$ cat config.mk
export PLATFORM = sky130hd
export DESIGN_NAME = bsg_wormhole_router_packet_framer
export DESIGN_NICKNAME = d
export VERILOG_FILES = /design/src/rtl/bsg_wormhole_router_packet_framer.sv
export SDC_FILE = /design/constraint.sdc
export NUM_CORES = 1
export LEC_CHECK = 0
export ABC_AREA = 1
export BUFFER_PORTS_ARGS = -buffer_cell sky130_fd_sc_hd__buf_2
export CAP_MARGIN = 20
export CORE_MARGIN = 5
export CORE_UTILIZATION = 31
export CTS_CLUSTER_SIZE = 20
export DETAILED_ROUTE_END_ITERATION = 10
export PLACE_DENSITY_LB_ADDON = 0.08
export SYNTH_ARGS = -nofsm -noshare
export SYNTH_HDL_FRONTEND = slang
export SYNTH_SLANG_ARGS = --single-unit
$ cat constraint.sdc
create_clock -name clk_i -period 1.11 [get_ports clk_i]
set_input_delay 0 -clock clk_i [delete_from_list [all_inputs] [get_ports clk_i]]
set_output_delay 0 -clock clk_i [all_outputs]
set_load 0.005 [all_outputs]
$ cat src/rtl/bsg_wormhole_router_packet_framer.sv
// Wormhole packet framer: one header flit {user,len,cord}, then len body flits.
// Define BSG_WORMHOLE_FRAMER_OUT_REG_EN to drive the link from a 2-entry registered buffer.
module bsg_wormhole_router_packet_framer #(
  parameter int unsigned flit_width_p = 32,
  parameter int unsigned cord_width_p = 5,
  parameter int unsigned len_width_p  = 4
) (
  input  logic                                           clk_i,
  input  logic                                           reset_n_i,
  input  logic                                           hdr_v_i,
  input  logic [cord_width_p-1:0]                        hdr_cord_i,
  input  logic [len_width_p-1:0]                         hdr_len_i,
  input  logic [flit_width_p-cord_width_p-len_width_p-1:0] hdr_user_i,
  output logic                                           hdr_ready_o,
  input  logic                                           data_v_i,
  input  logic [flit_width_p-1:0]                        data_i,
  output logic                                           data_ready_o,
  output logic                                           link_v_o,
  output logic [flit_width_p-1:0]                        link_data_o,
  input  logic                                           link_ready_i,
  output logic                                           link_first_o,
  output logic                                           link_last_o
);

  typedef enum logic {ST_HDR, ST_BODY} state_e;

  state_e                    state_q, state_d;
  logic [len_width_p-1:0]    cnt_q, cnt_d;
  logic                      src_v_c, src_first_c, src_last_c;
  logic [flit_width_p-1:0]   src_data_c;
  logic                      sink_ready_c;

  // Framing FSM: selects header or body source and counts body flits down.
  always_comb begin
    state_d      = state_q;
    cnt_d        = cnt_q;
    hdr_ready_o  = 1'b0;
    data_ready_o = 1'b0;
    src_v_c      = 1'b0;
    src_data_c   = '0;
    src_first_c  = 1'b0;
    src_last_c   = 1'b0;
    case (state_q)
      ST_HDR: begin
        src_v_c     = hdr_v_i;
        src_data_c  = {hdr_user_i, hdr_len_i, hdr_cord_i};
        src_first_c = 1'b1;
        src_last_c  = (hdr_len_i == '0);
        hdr_ready_o = sink_ready_c;
        if (hdr_v_i && sink_ready_c && (hdr_len_i != '0)) begin
          cnt_d   = hdr_len_i;
          state_d = ST_BODY;
        end
      end
      ST_BODY: begin
        src_v_c      = data_v_i;
        src_data_c   = data_i;
        src_last_c   = (cnt_q == len_width_p'(1));
        data_ready_o = sink_ready_c;
        if (data_v_i && sink_ready_c) begin
          cnt_d = cnt_q - len_width_p'(1);
          if (cnt_q == len_width_p'(1)) state_d = ST_HDR;
        end
      end
      default: state_d = ST_HDR;
    endcase
  end

  always_ff @(posedge clk_i or negedge reset_n_i) begin
    if (!reset_n_i) begin
      state_q <= ST_HDR;
      cnt_q   <= '0;
    end else begin
      state_q <= state_d;
      cnt_q   <= cnt_d;
    end
  end

`ifdef BSG_WORMHOLE_FRAMER_OUT_REG_EN
  localparam int unsigned EntryW = flit_width_p + 2;

  logic [EntryW-1:0] mem_q [2];
  logic              wptr_q, rptr_q;
  logic [1:0]        used_q;
  logic              enq_c, deq_c;

  // Upstream sees only buffer occupancy, so link_ready_i never reaches the ready outputs.
  assign sink_ready_c = reset_n_i & (used_q != 2'd2);
  assign enq_c        = src_v_c & sink_ready_c;
  assign link_v_o     = reset_n_i & (used_q != 2'd0);
  assign deq_c        = link_v_o & link_ready_i;
  assign {link_data_o, link_first_o, link_last_o} = mem_q[rptr_q];

  always_ff @(posedge clk_i or negedge reset_n_i) begin
    if (!reset_n_i) begin
      for (int i = 0; i < 2; i++) mem_q[i] <= '0;
      wptr_q <= 1'b0;
      rptr_q <= 1'b0;
      used_q <= 2'd0;
    end else begin
      if (enq_c) begin
        mem_q[wptr_q] <= {src_data_c, src_first_c, src_last_c};
        wptr_q        <= ~wptr_q;
      end
      if (deq_c) rptr_q <= ~rptr_q;
      used_q <= used_q + 2'(enq_c) - 2'(deq_c);
    end
  end
`else
  // Pass-through: valid is gated only by reset, never by link_ready_i.
  assign sink_ready_c = reset_n_i & link_ready_i;
  assign link_v_o     = reset_n_i & src_v_c;
  assign link_data_o  = src_data_c;
  assign link_first_o = src_first_c;
  assign link_last_o  = src_last_c;
`endif

endmodule
# [Yosys cells after proc, flatten, opt, wreduce, memory -nomap -nowiden]
# Cells that the tools add are included.
[totals] reg_bits=5 inputBits=69 out_inout_bits=37 word_cells=28
[op_classes] add_sub_neg=1 eq_ne=3 muxes=13 bitwise=3 n_reduce_logical=6
[ops] op="$pmux 32 s2" n=1
[ops] op="$mux 4" n=2
[ops] op="$pmux 4 s2" n=1
[ops] op="$mux 1" n=6
[ops] op="$pmux 1 s2" n=3
[ops] op="$eq 4x1->1 const B" n=1
[ops] op="$logic_not 4->1" n=1
[ops] op="$reduce_bool 4->1" n=1
[ops] op="$sub 4x1->4 const B" n=1
[ops] op="$logic_and 1x1->1" n=3
[ops] op="$and 1x1->1" n=2
[ops] op="$ne 2x1->1 const B" n=1
[ops] op="$ne 2x2->1 const B" n=1
[ops] op="$reduce_and 2->1" n=1
[ops] op="$not 1->1" n=1

# [Longest topological paths before layout]
[depth] ltp_word=5 mapped_depth=7 mapped_depth_nobuf=7

# [Worst setup path after synthesis]
# Ideal clock, no wire load.
[synth_timing] path_kind="flip-flop to flip-flop" start="reg cnt_q[0]" end="reg cnt_q[1]" setup_time_ns=0.083 arrival_time_ns=0.939 required_ns=1.027 path_slack_ns=0.088 path_stages_with_launch=6 n_path_buf=0 period_less_slack_ns=1.022 path_cell_list="dfrtp_1 inv_1 ha_1 o21ai_0 nand2_1 o21ai_0"
[synth_between] elab_chain_len=3
[synth_rtl] item="from (decl)" line_no="28" text="logic [len_width_p-1:0] cnt_q, cnt_d;"
[synth_rtl] item="from (signal assigned)" line_no="75" text="cnt_q <= cnt_d;"
[synth_rtl] item="$sub 4x1->4" line_no="61" text="cnt_d = cnt_q - len_width_p'(1);"
[synth_rtl] item="$mux 4" line_no="60" text="if (data_v_i && sink_ready_c) begin"
[synth_rtl] item="$pmux 4 s2" line_no="43" text="case (state_q)"
# No other way between the ends. The select of a mux whose other input is x is not followed.
# A chain may end at the register's enable or synchronous reset.

# [Final worst setup path]
[layout_timing] start="reg cnt_q[1]" end="out link_last_o"
[layout_between] elab_chain_len=2
[layout_rtl] item="$eq 4x1->1" line_no="58" text="src_last_c = (cnt_q == len_width_p'(1));"
[layout_rtl] item="$pmux 1 s2" line_no="43"
[layout_rtl] item="to (decl)" line_no="22" text="output logic link_last_o"
# No other way between the ends.

==> impl_metrics.env <==
export IMPL_die_h_um=60.83
export IMPL_dpl_hpwl_mm=2.597
export IMPL_place_area_mm2=0.001351
export IMPL_min_path_type="in -> reg"
export IMPL_rsz0062_at_grt="true"
export IMPL_grt_max_degree=21
export IMPL_fin_ws_ns=-0.1964
export IMPL_grt_usage_pct=16.88
export IMPL_gr_total_overflow=0
export IMPL_initialDrtViolationCount=40
export IMPL_insertion_delay_ns=0.25
export IMPL_path_class="reg -> out"
export IMPL_min_period_ns=1.306
export IMPL_top_layer="met4"
export IMPL_cts_max_level=1
export IMPL_ys_types=17
export IMPL_route_detailed_drc=0
export IMPL_most_common_layout_cells="buf_2 (100), nand2_1 (49), nand2_2 (48), buf_6 (17), nand2_4 (16)"
export IMPL_cpLargestDelayFamily="flip-flops"
export IMPL_pre_cts_ws_ns=-0.04686
export IMPL_routed_wl_met2_mm=2.196
export IMPL_num_nets_final=352
export IMPL_syn_area_um2=800.8
export IMPL_whs_ns=0.1169
export IMPL_syn_area_per_cell_um2=5.200
export IMPL_startpoint_type="register"
export IMPL_antenna_found_initial=0
export IMPL_min_period_over_period_pct=117.7
export IMPL_worstMarginPinSlew_ns=0.2544
export IMPL_crit_path_max_incr_delay_ns=0.38
export IMPL_setup_viol=41
export IMPL_cts_buffers=3
export IMPL_wl_met3_um=578
export IMPL_ys_ff_latch=5
export IMPL_final_common_cell="buf_2"
export IMPL_cts_tree="done"
export IMPL_power_density_mw_per_mm2=946.8
export IMPL_gp_congestion=0.7661
export IMPL_cts_sinks=5
export IMPL_via_per_inst=4.723
export IMPL_syn_nets=225
export IMPL_worst_path_stages=6
export IMPL_synth_xor_area_share_pct=1.094
export IMPL_synth_top_family_by_area="simple AND/OR/NAND/NOR gates"
export IMPL_ios=106
export IMPL_antenna_left=0
export IMPL_antenna_diode_count=0
export IMPL_stdcell_area_mm2=0.001963
export IMPL_r2r_start="state_q"
export IMPL_holdCritStartpoint="hdr_len_i[3]"
export IMPL_path_max_fanout=2
export IMPL_drtPass1Iterations=4
export IMPL_drive_gt1_share_pct=75.36
export IMPL_cp_num_buf_inv=2
export IMPL_synth_mux_area_share_pct=0
export IMPL_rows=18
export IMPL_path_cells="inv_2 -> ha_4 -> nand2_2 -> o21ai_2 -> a21boi_2 -> buf_2"
export IMPL_port_buffers=105
export IMPL_critPathSlowestCell="dfrtp_1"
export IMPL_min_path_cells=5
export IMPL_outcome="complete, but fails checks"
export IMPL_critPathCaptureType="output port"
export IMPL_synth_warnings=0
export IMPL_fillers=216
export IMPL_hold_viol_final=0
export IMPL_synth_seq_area_share_pct=15.63
export IMPL_synth_fa_ha_area_share_pct=3.125
export IMPL_relSlewSlack_pct=82.99
export IMPL_cap_violations=0
export IMPL_slew_violations=0
export IMPL_fmax_ghz=0.7655
export IMPL_grt_pass1_wl_mm=4.864
export IMPL_core_mm2=0.002477
export IMPL_ir_worst_vdd_mv=1.320
export IMPL_cts_clk_slew_worst_paths_ns=0.05
export IMPL_cts_root_buf="clkbuf_4"
export IMPL_wl_per_cell_um=13.30
export IMPL_initial_core_util_pct=32.32
export IMPL_wirelength_mm=4.124
export IMPL_dr_total_vias=1464
export IMPL_die_area_mm2=0.003700
export IMPL_violations="negative setup slack"
export IMPL_area_delta_synth_final_pct=145.2
export IMPL_r2r_end="cnt_q[0]"
export IMPL_synth_simple_gate_area_share_pct=61.56
export IMPL_final_setup_skew_ns=0.007153
export IMPL_grt_pass1_vias=1187
export IMPL_worstPathArrival_ns=1.31
export IMPL_wl_met1_mm=1.312
export IMPL_min_to="cnt_q[3]"
export IMPL_r2r_slack_ns=-0.04
export IMPL_syn_inst=154
export IMPL_power_leakage_nw=1.129
export IMPL_die_w_um=60.83
export IMPL_required_ns=1.11
export IMPL_worst_r2r_path_depth=7
export IMPL_cts_buffer_depth=2
export IMPL_synth_compound_area_share_pct=6.563
metal layers:
layer | vias up | track usage (%)
met5 | - | 0
li1 | 721 | -
met4 | 0 | 3.096
met1 | 648 | 18.04
met3 | 6 | 5.532
met2 | 89 | 32.21
area by class of cell:
type	count	area (um^2)	area share, %
Inverter	5	23.77	1.211
Timing Repair inverter	1	6.256	0.3187
Clock buffer	4	26.28	1.338
Sequential cell	5	127.6	6.501
Tap cell	30	37.54	1.912
Timing Repair Buffer	129	879.6	44.81
Multi-Input combinational cell	136	862.1	43.91
cells by family after synthesis:
kind of cell	count (synthesis)
AO/OA/AOI/OAI	9
flip-flops	5
AND/OR/NAND/NOR	124
adder cells (fa/ha/maj)	2
XOR/XNOR	1
buffers and inverters	13
through the flow:
step | power (mW) | setup TNS, ns | cells | utilization [%]
detailed placement | 1.141 | -0.04686 | 288 | 54.55
floorplan | 0.7908 | 0 | 154 | -
finish | 1.859 | -4.679 | 310 | 79.24
CTS | 1.530 | -3.619 | 303 | 63.94
global placement | 1.137 | -0.03200 | 288 | 54.55
global route | 2.026 | -7.335 | 310 | 79.24
power breakdown:
part	internal (mW)	switching, mW
sequential	0.257	0.0835
combinational	0.700	0.604
clock	0.136	0.0778
sequential cells by signal (all words and copies together), names as in the netlist:
register	count
state_q	1
cnt_q	4
cells in the mapped netlist (all sizes together):
| cell | instances | area, um^2 |
|---|---|---|
| inv | 5 | 18.76 |
| nand2 | 113 | 441.7 |
| nor2 | 7 | 31.28 |
| clkbuf | 1 | 13.76 |
| nand3 | 4 | 20.02 |
| o21ai | 6 | 30.03 |
| a21boi | 2 | 15.01 |
| buf | 7 | 63.81 |
| o211ai | 1 | 7.510 |
| dfrtp | 5 | 125.1 |
| xnor2 | 1 | 8.760 |
| ha | 2 | 25.02 |
tightest hold or removal path: stages:
cell,delay [ns]
buf_2,0.10
nand2_2,0.06
nand2_1,0.08
nand2_2,0.05
nand2_1,0.05
timing repair:
item | 4_1_cts | 5_1_grt
resized for setup | 44 | 83
hold endpoints to repair | 5 | 0
endpoints found under the setup margin | 32 | 40
cloned | 3 | 4
buffers inserted | 7 | 4
pin swaps | 12 | 24
hold buffers | 1 | 0
worst max path at each step:
| stage | from | end | slack (ns) |
|---|---|---|---|
| after detailed placement | cnt_q[1] | link_last_o | -0.05 |
| after global routing | cnt_q[1] | link_last_o | -0.27 |
| final | cnt_q[1] | link_last_o | -0.20 |
| after floorplan | cnt_q[0] | cnt_q[1] | 0.09 |
| after CTS | cnt_q[1] | link_last_o | -0.16 |
| after global placement | cnt_q[1] | link_last_o | -0.03 |
No activity file was read; power rests on OpenSTA's default activity.
